**config.mk**
```make
export PLATFORM = sky130hd
export DESIGN_NAME = layer_mac_seq_flat
export DESIGN_NICKNAME = d
export VERILOG_FILES = /design/src/rtl/layer_mac_seq_if.sv /design/src/rtl/layer_mac_seq.sv /design/src/flat_wrapper.sv
export SDC_FILE = /design/constraint.sdc
export NUM_CORES = 1
export LEC_CHECK = 0
export ABC_AREA = 1
export CAP_MARGIN = 20
export CORE_MARGIN = 1
export CORE_UTILIZATION = 45
export CTS_CLUSTER_SIZE = 25
export DETAILED_ROUTE_END_ITERATION = 8
export MAX_ROUTING_LAYER = met4
export SLEW_MARGIN = 20
export SYNTH_ARGS = -nofsm -noshare
export SYNTH_HDL_FRONTEND = slang
export SYNTH_SLANG_ARGS = --single-unit
```
**constraint.sdc**
```tcl
create_clock -name clk_i -period 11.2 [get_ports clk_i]
set_clock_uncertainty 0.15 [all_clocks]
set_input_delay 2.24 -clock clk_i [delete_from_list [all_inputs] [get_ports clk_i]]
set_output_delay 2.24 -clock clk_i [all_outputs]
set_load 0.05 [all_outputs]
```
**src/rtl/layer_mac_seq_if.sv**
```systemverilog
// Request handshake, run-time layer configuration and the three RAM ports of layer_mac_seq.
interface layer_mac_seq_if #(
   parameter int DataWidth  = 8,
   parameter int AddrWidth  = 6,
   parameter int MaxInputs  = 49,
   parameter int MaxNeurons = 37
);
   localparam int NumInW  = $clog2(MaxInputs + 1);
   localparam int NumNeuW = $clog2(MaxNeurons + 1);

   logic                 req_i;
   logic                 ack_o;
   logic                 busy_o;
   logic [NumInW-1:0]    num_inputs_i;
   logic [NumNeuW-1:0]   num_neurons_i;
   logic [AddrWidth-1:0] actv_in_base_i;
   logic [AddrWidth-1:0] wgt_base_i;
   logic [AddrWidth-1:0] actv_out_base_i;
   logic [AddrWidth-1:0] actv_in_addr_o;
   logic [DataWidth-1:0] actv_in_dout_i;
   logic [AddrWidth-1:0] wgt_addr_o;
   logic [DataWidth-1:0] wgt_dout_i;
   logic [AddrWidth-1:0] actv_out_addr_o;
   logic                 actv_out_we_o;
   logic [DataWidth-1:0] actv_out_din_o;
   logic                 ovfl_o;

   // The sequencer is the slave of the start handshake and drives the RAM addresses.
   modport slave (
      input  req_i, num_inputs_i, num_neurons_i, actv_in_base_i, wgt_base_i,
             actv_out_base_i, actv_in_dout_i, wgt_dout_i,
      output ack_o, busy_o, actv_in_addr_o, wgt_addr_o, actv_out_addr_o,
             actv_out_we_o, actv_out_din_o, ovfl_o
   );

   modport master (
      output req_i, num_inputs_i, num_neurons_i, actv_in_base_i, wgt_base_i,
             actv_out_base_i, actv_in_dout_i, wgt_dout_i,
      input  ack_o, busy_o, actv_in_addr_o, wgt_addr_o, actv_out_addr_o,
             actv_out_we_o, actv_out_din_o, ovfl_o
   );
endinterface

```
**src/rtl/layer_mac_seq.sv**
```systemverilog
// Fully-connected layer engine: one shared signed MAC, ReLU and saturation per neuron.
// Defining NN_LAYER_BIAS_EN appends a bias entry to every weight row.
module layer_mac_seq #(
   parameter int DataWidth  = 8,
   parameter int FpWidth    = 4,
   parameter int AddrWidth  = 6,
   parameter int MaxInputs  = 49,
   parameter int MaxNeurons = 37,
   parameter int EnableRelu = 1,
   parameter int AccWidth   = 2 * DataWidth + $clog2(MaxInputs + 1) + 1
) (
   input logic            clk_i,
   input logic            reset_i,
   layer_mac_seq_if.slave bus
);
   localparam int NumInW  = $clog2(MaxInputs + 1);
   localparam int NumNeuW = $clog2(MaxNeurons + 1);
   localparam int CntW    = $clog2(MaxInputs + 2);
   localparam int ProdW   = 2 * DataWidth;
   localparam logic signed [AccWidth-1:0] MaxOut = AccWidth'((2 ** (DataWidth - 1)) - 1);
   localparam logic signed [AccWidth-1:0] MinOut = ~MaxOut;

`ifdef NN_LAYER_BIAS_EN
   localparam logic [CntW-1:0] BiasSlots = CntW'(1);
`else
   localparam logic [CntW-1:0] BiasSlots = '0;
`endif

   typedef enum logic [2:0] {IDLE, RUN, DRAIN, WRITE, DONE} state_e;

   state_e                     state_q, state_d;
   logic [NumInW-1:0]          nIn_q, nIn_d;
   logic [NumNeuW-1:0]         nNeu_q, nNeu_d;
   logic [NumNeuW-1:0]         neuron_q, neuron_d;
   logic [AddrWidth-1:0]       inBase_q, inBase_d;
   logic [AddrWidth-1:0]       outBase_q, outBase_d;
   logic [AddrWidth-1:0]       inAddr_q, inAddr_d;
   logic [AddrWidth-1:0]       wgtAddr_q, wgtAddr_d;
   logic [CntW-1:0]            k_q, k_d;
   logic signed [AccWidth-1:0] acc_q, acc_d;
   logic                       valid_q, valid_d;
   logic                       ovfl_q, ovfl_d;
`ifdef NN_LAYER_BIAS_EN
   logic                       bias_q, bias_d;
   logic signed [AccWidth-1:0] biasExt;
`endif

   logic [CntW-1:0]            neffRun, neffReq, kNext;
   logic signed [ProdW-1:0]    actvExt, wgtExt, prod;
   logic signed [AccWidth-1:0] prodExt, shifted, result;
   logic                       clamped;

   assign neffRun = CntW'(nIn_q) + BiasSlots;
   assign neffReq = CntW'(bus.num_inputs_i) + BiasSlots;
   assign kNext   = k_q + CntW'(1);
   assign actvExt = {{DataWidth{bus.actv_in_dout_i[DataWidth-1]}}, bus.actv_in_dout_i};
   assign wgtExt  = {{DataWidth{bus.wgt_dout_i[DataWidth-1]}}, bus.wgt_dout_i};
   assign prod    = actvExt * wgtExt;
   assign prodExt = {{(AccWidth - ProdW){prod[ProdW-1]}}, prod};
   assign shifted = acc_q >>> FpWidth;
`ifdef NN_LAYER_BIAS_EN
   assign biasExt = {{(AccWidth - DataWidth - FpWidth){bus.wgt_dout_i[DataWidth-1]}},
                     bus.wgt_dout_i, {FpWidth{1'b0}}};
`endif

   // ReLU zeroing happens before the clamp so it never counts as an overflow.
   always_comb begin
      result  = shifted;
      clamped = 1'b0;
      if (EnableRelu != 0 && shifted[AccWidth-1]) begin
         result = '0;
      end
      if (result > MaxOut) begin
         result  = MaxOut;
         clamped = 1'b1;
      end else if (result < MinOut) begin
         result  = MinOut;
         clamped = 1'b1;
      end
   end

   assign bus.ack_o           = (state_q == DONE);
   assign bus.busy_o          = (state_q == RUN) || (state_q == DRAIN) || (state_q == WRITE);
   assign bus.actv_in_addr_o  = inAddr_q;
   assign bus.wgt_addr_o      = wgtAddr_q;
   assign bus.actv_out_addr_o = outBase_q + AddrWidth'(neuron_q);
   assign bus.actv_out_we_o   = (state_q == WRITE);
   assign bus.actv_out_din_o  = result[DataWidth-1:0];
   assign bus.ovfl_o          = ovfl_q;

   always_ff @(posedge clk_i or posedge reset_i) begin
      if (reset_i) begin
         state_q   <= IDLE;
         nIn_q     <= '0;
         nNeu_q    <= '0;
         neuron_q  <= '0;
         inBase_q  <= '0;
         outBase_q <= '0;
         inAddr_q  <= '0;
         wgtAddr_q <= '0;
         k_q       <= '0;
         acc_q     <= '0;
         valid_q   <= 1'b0;
         ovfl_q    <= 1'b0;
`ifdef NN_LAYER_BIAS_EN
         bias_q    <= 1'b0;
`endif
      end else begin
         state_q   <= state_d;
         nIn_q     <= nIn_d;
         nNeu_q    <= nNeu_d;
         neuron_q  <= neuron_d;
         inBase_q  <= inBase_d;
         outBase_q <= outBase_d;
         inAddr_q  <= inAddr_d;
         wgtAddr_q <= wgtAddr_d;
         k_q       <= k_d;
         acc_q     <= acc_d;
         valid_q   <= valid_d;
         ovfl_q    <= ovfl_d;
`ifdef NN_LAYER_BIAS_EN
         bias_q    <= bias_d;
`endif
      end
   end

   // valid_q marks RAM data returning for an address issued in the previous cycle.
   always_comb begin
      state_d   = state_q;
      nIn_d     = nIn_q;
      nNeu_d    = nNeu_q;
      neuron_d  = neuron_q;
      inBase_d  = inBase_q;
      outBase_d = outBase_q;
      inAddr_d  = inAddr_q;
      wgtAddr_d = wgtAddr_q;
      k_d       = k_q;
      acc_d     = acc_q;
      valid_d   = 1'b0;
      ovfl_d    = ovfl_q;
`ifdef NN_LAYER_BIAS_EN
      bias_d    = 1'b0;
      if (valid_q) begin
         acc_d = acc_q + (bias_q ? biasExt : prodExt);
      end
`else
      if (valid_q) begin
         acc_d = acc_q + prodExt;
      end
`endif
      unique case (state_q)
         IDLE: begin
            if (bus.req_i) begin
               nIn_d     = bus.num_inputs_i;
               nNeu_d    = bus.num_neurons_i;
               inBase_d  = bus.actv_in_base_i;
               outBase_d = bus.actv_out_base_i;
               inAddr_d  = bus.actv_in_base_i;
               wgtAddr_d = bus.wgt_base_i;
               k_d       = '0;
               neuron_d  = '0;
               acc_d     = '0;
               ovfl_d    = 1'b0;
               if (bus.num_neurons_i == '0) begin
                  state_d = DONE;
               end else if (neffReq == '0) begin
                  state_d = WRITE;
               end else begin
                  state_d = RUN;
               end
            end
         end
         RUN: begin
            valid_d = 1'b1;
`ifdef NN_LAYER_BIAS_EN
            bias_d  = (k_q == CntW'(nIn_q));
`endif
            if (kNext == neffRun) begin
               state_d = DRAIN;
            end else begin
               k_d       = kNext;
               wgtAddr_d = wgtAddr_q + AddrWidth'(1);
               if (kNext < CntW'(nIn_q)) begin
                  inAddr_d = inAddr_q + AddrWidth'(1);
               end
            end
         end
         DRAIN: begin
            state_d = WRITE;
         end
         WRITE: begin
            acc_d  = '0;
            ovfl_d = ovfl_q | clamped;
            if (neuron_q == nNeu_q - NumNeuW'(1)) begin
               state_d = DONE;
            end else begin
               neuron_d = neuron_q + NumNeuW'(1);
               k_d      = '0;
               inAddr_d = inBase_q;
               if (neffRun == '0) begin
                  state_d = WRITE;
               end else begin
                  state_d   = RUN;
                  wgtAddr_d = wgtAddr_q + AddrWidth'(1);
               end
            end
         end
         DONE: begin
            if (!bus.req_i) begin
               state_d = IDLE;
            end
         end
         default: begin
            state_d = IDLE;
         end
      endcase
   end
endmodule

```
**src/flat_wrapper.sv**
```systemverilog
// flat-port wrapper written by rule: the top's interface ports become plain ports
module layer_mac_seq_flat 
#(
   parameter int DataWidth  = 8,
   parameter int FpWidth    = 4,
   parameter int AddrWidth  = 6,
   parameter int MaxInputs  = 49,
   parameter int MaxNeurons = 37,
   parameter int EnableRelu = 1,
   parameter int AccWidth   = 2 * DataWidth + $clog2(MaxInputs + 1) + 1
)
  (clk_i, reset_i, bus_req_i, bus_num_inputs_i, bus_num_neurons_i, bus_actv_in_base_i, bus_wgt_base_i, bus_actv_out_base_i, bus_actv_in_dout_i, bus_wgt_dout_i, bus_ack_o, bus_busy_o, bus_actv_in_addr_o, bus_wgt_addr_o, bus_actv_out_addr_o, bus_actv_out_we_o, bus_actv_out_din_o, bus_ovfl_o);
  layer_mac_seq_if #(.DataWidth(DataWidth), .AddrWidth(AddrWidth), .MaxInputs(MaxInputs), .MaxNeurons(MaxNeurons)) bus_i ();
  input logic clk_i;
  input logic reset_i;
  input wire logic [$bits(bus_i.req_i)-1:0] bus_req_i;
  input wire logic [$bits(bus_i.num_inputs_i)-1:0] bus_num_inputs_i;
  input wire logic [$bits(bus_i.num_neurons_i)-1:0] bus_num_neurons_i;
  input wire logic [$bits(bus_i.actv_in_base_i)-1:0] bus_actv_in_base_i;
  input wire logic [$bits(bus_i.wgt_base_i)-1:0] bus_wgt_base_i;
  input wire logic [$bits(bus_i.actv_out_base_i)-1:0] bus_actv_out_base_i;
  input wire logic [$bits(bus_i.actv_in_dout_i)-1:0] bus_actv_in_dout_i;
  input wire logic [$bits(bus_i.wgt_dout_i)-1:0] bus_wgt_dout_i;
  output wire logic [$bits(bus_i.ack_o)-1:0] bus_ack_o;
  output wire logic [$bits(bus_i.busy_o)-1:0] bus_busy_o;
  output wire logic [$bits(bus_i.actv_in_addr_o)-1:0] bus_actv_in_addr_o;
  output wire logic [$bits(bus_i.wgt_addr_o)-1:0] bus_wgt_addr_o;
  output wire logic [$bits(bus_i.actv_out_addr_o)-1:0] bus_actv_out_addr_o;
  output wire logic [$bits(bus_i.actv_out_we_o)-1:0] bus_actv_out_we_o;
  output wire logic [$bits(bus_i.actv_out_din_o)-1:0] bus_actv_out_din_o;
  output wire logic [$bits(bus_i.ovfl_o)-1:0] bus_ovfl_o;
  assign bus_i.req_i = bus_req_i;
  assign bus_i.num_inputs_i = bus_num_inputs_i;
  assign bus_i.num_neurons_i = bus_num_neurons_i;
  assign bus_i.actv_in_base_i = bus_actv_in_base_i;
  assign bus_i.wgt_base_i = bus_wgt_base_i;
  assign bus_i.actv_out_base_i = bus_actv_out_base_i;
  assign bus_i.actv_in_dout_i = bus_actv_in_dout_i;
  assign bus_i.wgt_dout_i = bus_wgt_dout_i;
  assign bus_ack_o = bus_i.ack_o;
  assign bus_busy_o = bus_i.busy_o;
  assign bus_actv_in_addr_o = bus_i.actv_in_addr_o;
  assign bus_wgt_addr_o = bus_i.wgt_addr_o;
  assign bus_actv_out_addr_o = bus_i.actv_out_addr_o;
  assign bus_actv_out_we_o = bus_i.actv_out_we_o;
  assign bus_actv_out_din_o = bus_i.actv_out_din_o;
  assign bus_ovfl_o = bus_i.ovfl_o;
  layer_mac_seq #(.DataWidth(DataWidth), .FpWidth(FpWidth), .AddrWidth(AddrWidth), .MaxInputs(MaxInputs), .MaxNeurons(MaxNeurons), .EnableRelu(EnableRelu), .AccWidth(AccWidth)) u_core (.clk_i(clk_i), .reset_i(reset_i), .bus(bus_i));
endmodule
```
Word-level counts from Yosys, hierarchy flattened. Cells that the tools add are included.

Input bits: 49. Register bits: 76.

Magnitude comparators: 3. $add $sub $neg: 7. Mux-type cells: 35. Multiply operators: 1. Bitwise operators: 1. Reduce and logical (&&, ||, !) cells: 15. Equality and inequality tests: 13.

Operators by type and width (number): 6-bit two-way mux (12); 6-bit one-hot mux with 3 select lines (3); 23-bit two-way mux (2); 23-bit one-hot mux with 2 select lines (1); 6-bit by 1-bit adder with 6-bit output (second input constant) (4); 23-bit by 16-bit adder with 23-bit output (1); 19-bit by 8-bit < comparator with 1-bit output (second input constant) (1); 18-bit by 7-bit > comparator with 1-bit output (second input constant) (1); 6-bit logical NOT (3); 18-bit two-way mux (1); 8-bit by 8-bit multiplier with 16-bit output (1); 8-bit two-way mux (2); 3-bit two-way mux (5); 3-bit one-hot mux with 5 select lines (1); 2-bit inequality test (second input constant) (7); 6-bit == test (2); 6-bit one-hot mux with 2 select lines (1); 5-bit AND reduction (2); 6-bit adder (1); 3-bit by 2-bit == test with 1-bit output (second input constant) (2); 6-bit < comparator (1); 3-bit AND reduction (2); 6-bit by 1-bit subtractor with 6-bit output (second input constant) (1); 1-bit two-way mux (4); 11 further kinds (14).

Logic depth before layout (Yosys ltp).
Depth after elaboration: 6. Mapped depth: 24. Gate-level depth less buffers: 23.

Worst setup path before layout. OpenSTA, ideal clock, no wires.

Kind: input to register. Start point: in bus_wgt_dout_i[1]. End point: reg u_core.acc_q[17]. Library setup time: 120 ps. Stages: 17. Arrival: 6532 ps. Slack: 4399 ps. Buffers on the path: 1. Required time: 10930 ps. Path through: clkbuf_1 nand2_1 inv_1 fa_1 fa_1 fa_1 fa_1 ha_1 ha_1 a21oi_1 o21ai_0 a21oi_1 nand2_1 nand2_1 nand2_1 o21ai_0 inv_1.

Word-level cells in the longest chain between the ends: 5.

Ends and longest elaborated chain: start: declaration (RTL line flat_wrapper.sv:23) `input wire logic [$bits(bus_i.wgt_dout_i)-1:0] bus_wgt_dout_i;`; 8-bit by 8-bit multiplier with 16-bit output (*) (RTL line layer_mac_seq.sv:58) `assign prod = actvExt * wgtExt;`; 23-bit by 16-bit adder with 23-bit output (*) (RTL line layer_mac_seq.sv:148) `acc_d = acc_q + prodExt;`; 23-bit two-way mux (*) (RTL line layer_mac_seq.sv:147) `if (valid_q) begin`; 23-bit two-way mux (RTL line layer_mac_seq.sv:153) `if (bus.req_i) begin`; 23-bit one-hot mux with 2 select lines (*) (RTL line layer_mac_seq.sv:151) `unique case (state_q)`; via u_core.acc_d[17] (RTL line layer_mac_seq.sv:40) `logic signed [AccWidth-1:0] acc_q, acc_d;`; end signal: assignment (RTL line layer_mac_seq.sv:102) `acc_q <= '0;`; end signal: assignment (RTL line layer_mac_seq.sv:118) `acc_q <= acc_d;`; end: declaration (RTL line layer_mac_seq.sv:40).

The timed path passes the listed nets; every way through them passes the cells marked *. A chain may end at the register's enable or synchronous reset.

Final worst setup path.
Start point: in bus_wgt_dout_i[2]. End point: reg u_core.acc_q[22].

The elaborated chain is that of the path after synthesis.

==> impl_metrics.py <==
metrics = {
    "run_status": {
        "outcome": "finished clean",
    },
    "setup_path": {
        "r2r_cells": 22,
        "crit_path_start_kind": "input pin",
        "reg2reg_from": "u_core.acc_q[4]$_DFF_PP0_",
        "crit_path_end_kind": "flop",
        "r2r-end": "u_core.acc_q[20]$_DFF_PP0_",
        "crit_required_ps": 11290,
        "critPathMaxFanout": 8,
        "arrival_ps": 7600,
        "path_class": "in -> reg",
        "rrSetupSlack_ps": 6410,
    },
    "sta": {
        "slew_violations": 0,
        "rsz0062_at_grt": "no",
        "fmax_mhz": 133.2,
        "worstMarginPinSlew_ps": 858.5,
        "fin_setup_tns_ps": 0,
        "relSlewSlack_pct": 42.71,
        "setup_viol": 0,
        "fin_crit_ps": 7508,
        "hold_violations": 0,
        "fin_crit_sh_pct": 67.03,
    },
    "final_layout": {
        "largest_reg_flops": 23,
        "fin_nets": 1422,
        "top_register": "u_core.acc_q",
        "fillers": 1854,
        "final_cells": 1468,
        "insertedDiodeCount": 0,
        "drive_above_1_share_pct": 4.222,
        "syn_to_final_growth_pct": 14.83,
    },
    "global_route": {
        "grt_max_degree": 77,
        "antenna_found_initial": 0,
        "grtUsageTotal_pct": 23.10,
        "grt-ovfl-total": 0,
        "grt_pass1_vias": 7102,
        "grt_pass1_wl_mm": 35.30,
    },
    "clock_tree": {
        "cts_tree": "built",
        "post_cts_buffers": 0,
        "cts_num_sinks": 76,
        "ctsResizeCount": 0,
        "numCtsBuffers": 9,
        "clk_pin_slew_worst_paths_ps": 60,
        "clk_latency_ps": 340,
        "clk_path_buf_depth": 2,
        "h-tree-depth": 3,
        "cts-root-buf": "clkbuf_16",
        "ctsHoldBuffers": 0,
    },
    "routing": {
        "num_vias": 7129,
        "firstDrtPassIters": 5,
        "viasPerCell": 4.856,
        "wl_per_cell_um": 14.01,
        "routed_wl_mm": 20.56,
        "ant_nets": 0,
        "drc": 0,
        "drtIter0Drc": 279,
    },
    "floorplan": {
        "die_h_um": 141.9,
        "die_x_um": 141.9,
        "dieArea_um2": 20140,
        "core-area_um2": 18960,
        "rows": 50,
        "start_util_pct": 46.48,
        "ios": 79,
    },
    "placed_design": {
        "place_inst": 1453,
        "dpl.hpwl_mm": 16.82,
        "gp_congestion": 0.8891,
        "io_buffers": 77,
    },
    "min_path": {
        "worstHoldPathType": "reg -> reg",
        "hold_end": "u_core.inBase_q[5]$_DFFE_PP0P_",
        "holdCritStartpoint": "u_core.inBase_q[5]$_DFFE_PP0P_",
        "worstHoldPathCells": 2,
    },
    "logic_synthesis": {
        "yosysSeqAreaShare_pct": 21.58,
        "yosys_warnings": 0,
        "syn_inst": 1145,
        "netlist_area_um2": 8811,
        "syn_avg_cell_area_um2": 7.695,
        "ys_types": 44,
        "ys_ff_latch": 76,
        "synth_nets": 1363,
    },
    "job": {
        "maxCapViolCount": 0,
    },
}
routing by layer:
layer	vias up	wire (µm)	GRT usage, %
met1	3361	9953	31.53
met3	28	732	3.163
li1	3626	-	-
met2	114	9538	36.04
met4	0	337	6.565
met5	-	0	-
layout make-up:
class                   instances  area (µm²)  share of cell area [%]
well taps                     260       325.3                   3.215
clock buffers                  10       239.0                   2.362
multi-input cells             805        5883                   58.15
clock inverters                 5       100.1                  0.9894
flip-flops and latches         76        1902                   18.80
repair buffers                 79       789.5                   7.804
inverters                     233       878.3                   8.682
per-stage QoR:
stage / cell area (µm²) / hold slack [ps] / utilization, % / worst slack [ps]
2_1_floorplan: 8811 / 292.2 / - / 4399
4_1_cts: 10110 / 334.2 / 53.35 / 3648
3_3_place_gp: 9774 / 307.0 / 51.56 / 3325
6_report: 10120 / 333.0 / 53.37 / 3692
3_5_place_dp: 9774 / 319.3 / 51.56 / 3317
5_1_grt: 10120 / 359.9 / 53.37 / 3244
cell usage in the layout (no fill, tap or decap), types with 10 or more instances in the layout:
master / instances
a21oi_1: 29
clkdlybuf4s50_1: 77
dfrtp_1: 76
fa_1: 101
ha_1: 68
inv_1: 221
nand2_1: 317
nand3_1: 65
nand4_1: 10
nor2_1: 81
o211ai_1: 10
o21ai_0: 43
xnor2_1: 11
xor2_1: 16
logic make-up after synthesis:
group,after synthesis,share of synthesized area (%)
AND/OR/NAND/NOR,504,24.27
buffers and inverters,264,11.64
adder cells (fa/ha/maj),169,32.60
AO/OA/AOI/OAI,101,6.831
flip-flops,76,21.58
XOR/XNOR,27,2.684
multiplexers,3,0.3408
other,1,0.04256
how the worst max path moves through the flow:
stage,end,startpoint,cells past startpoint
3_3_place_gp,u_core.acc_q[22]$_DFF_PP0_,bus_wgt_dout_i[2],22
3_5_place_dp,u_core.acc_q[22]$_DFF_PP0_,bus_wgt_dout_i[2],22
4_1_cts,u_core.acc_q[22]$_DFF_PP0_,bus_wgt_dout_i[2],22
5_1_grt,u_core.acc_q[22]$_DFF_PP0_,bus_actv_in_dout_i[7],22
6_report,u_core.acc_q[22]$_DFF_PP0_,bus_wgt_dout_i[2],22
2_1_floorplan,u_core.acc_q[17]$_DFF_PP0_,bus_wgt_dout_i[1],17
cells in the mapped netlist (all sizes together):
cell / count / area share [%]
nor2: 85 / 4.1
buf: 10 / 0.80
a21oi: 29 / 1.6
or2: 4 / 0.28
fa: 101 / 23
a21o: 1 / 0.085
nand4: 11 / 0.85
o21a: 1 / 0.085
a211oi: 5 / 0.71
nand3: 67 / 3.9
a2bb2oi: 1 / 0.099
a31o: 1 / 0.099
mux2i: 3 / 0.34
clkbuf: 21 / 0.89
xnor2: 11 / 1.1
ha: 68 / 9.7
o21bai: 4 / 0.34
clkinv: 1 / 0.043
o221ai: 2 / 0.20
o211ai: 10 / 0.85
xor2: 16 / 1.6
nand2: 320 / 14
nand3b: 6 / 0.51
dfrtp: 76 / 22
nor3: 5 / 0.40
inv: 232 / 9.9
nor4: 6 / 0.43
o21ai: 47 / 2.7
conb: 1 / 0.043
worst max-delay path, cell delays in order:
cell and delay (ps):
clkdlybuf4s50_1 560, nand2_1 240, inv_1 80, fa_1 550, inv_1 160, fa_1 650, inv_1 260, fa_1 600
inv_1 60, fa_1 580, inv_1 50, ha_1 290, ha_1 420, nand4_1 170, nor2_1 170, nand4_1 160
inv_1 90, nor2_1 50, nand2_1 50, nand3_1 60, nand2_1 80, inv_1 40
Power is left out: the tool's default activity adds up to more than one toggle a clock period on the data nets, which glitch-free logic cannot reach.
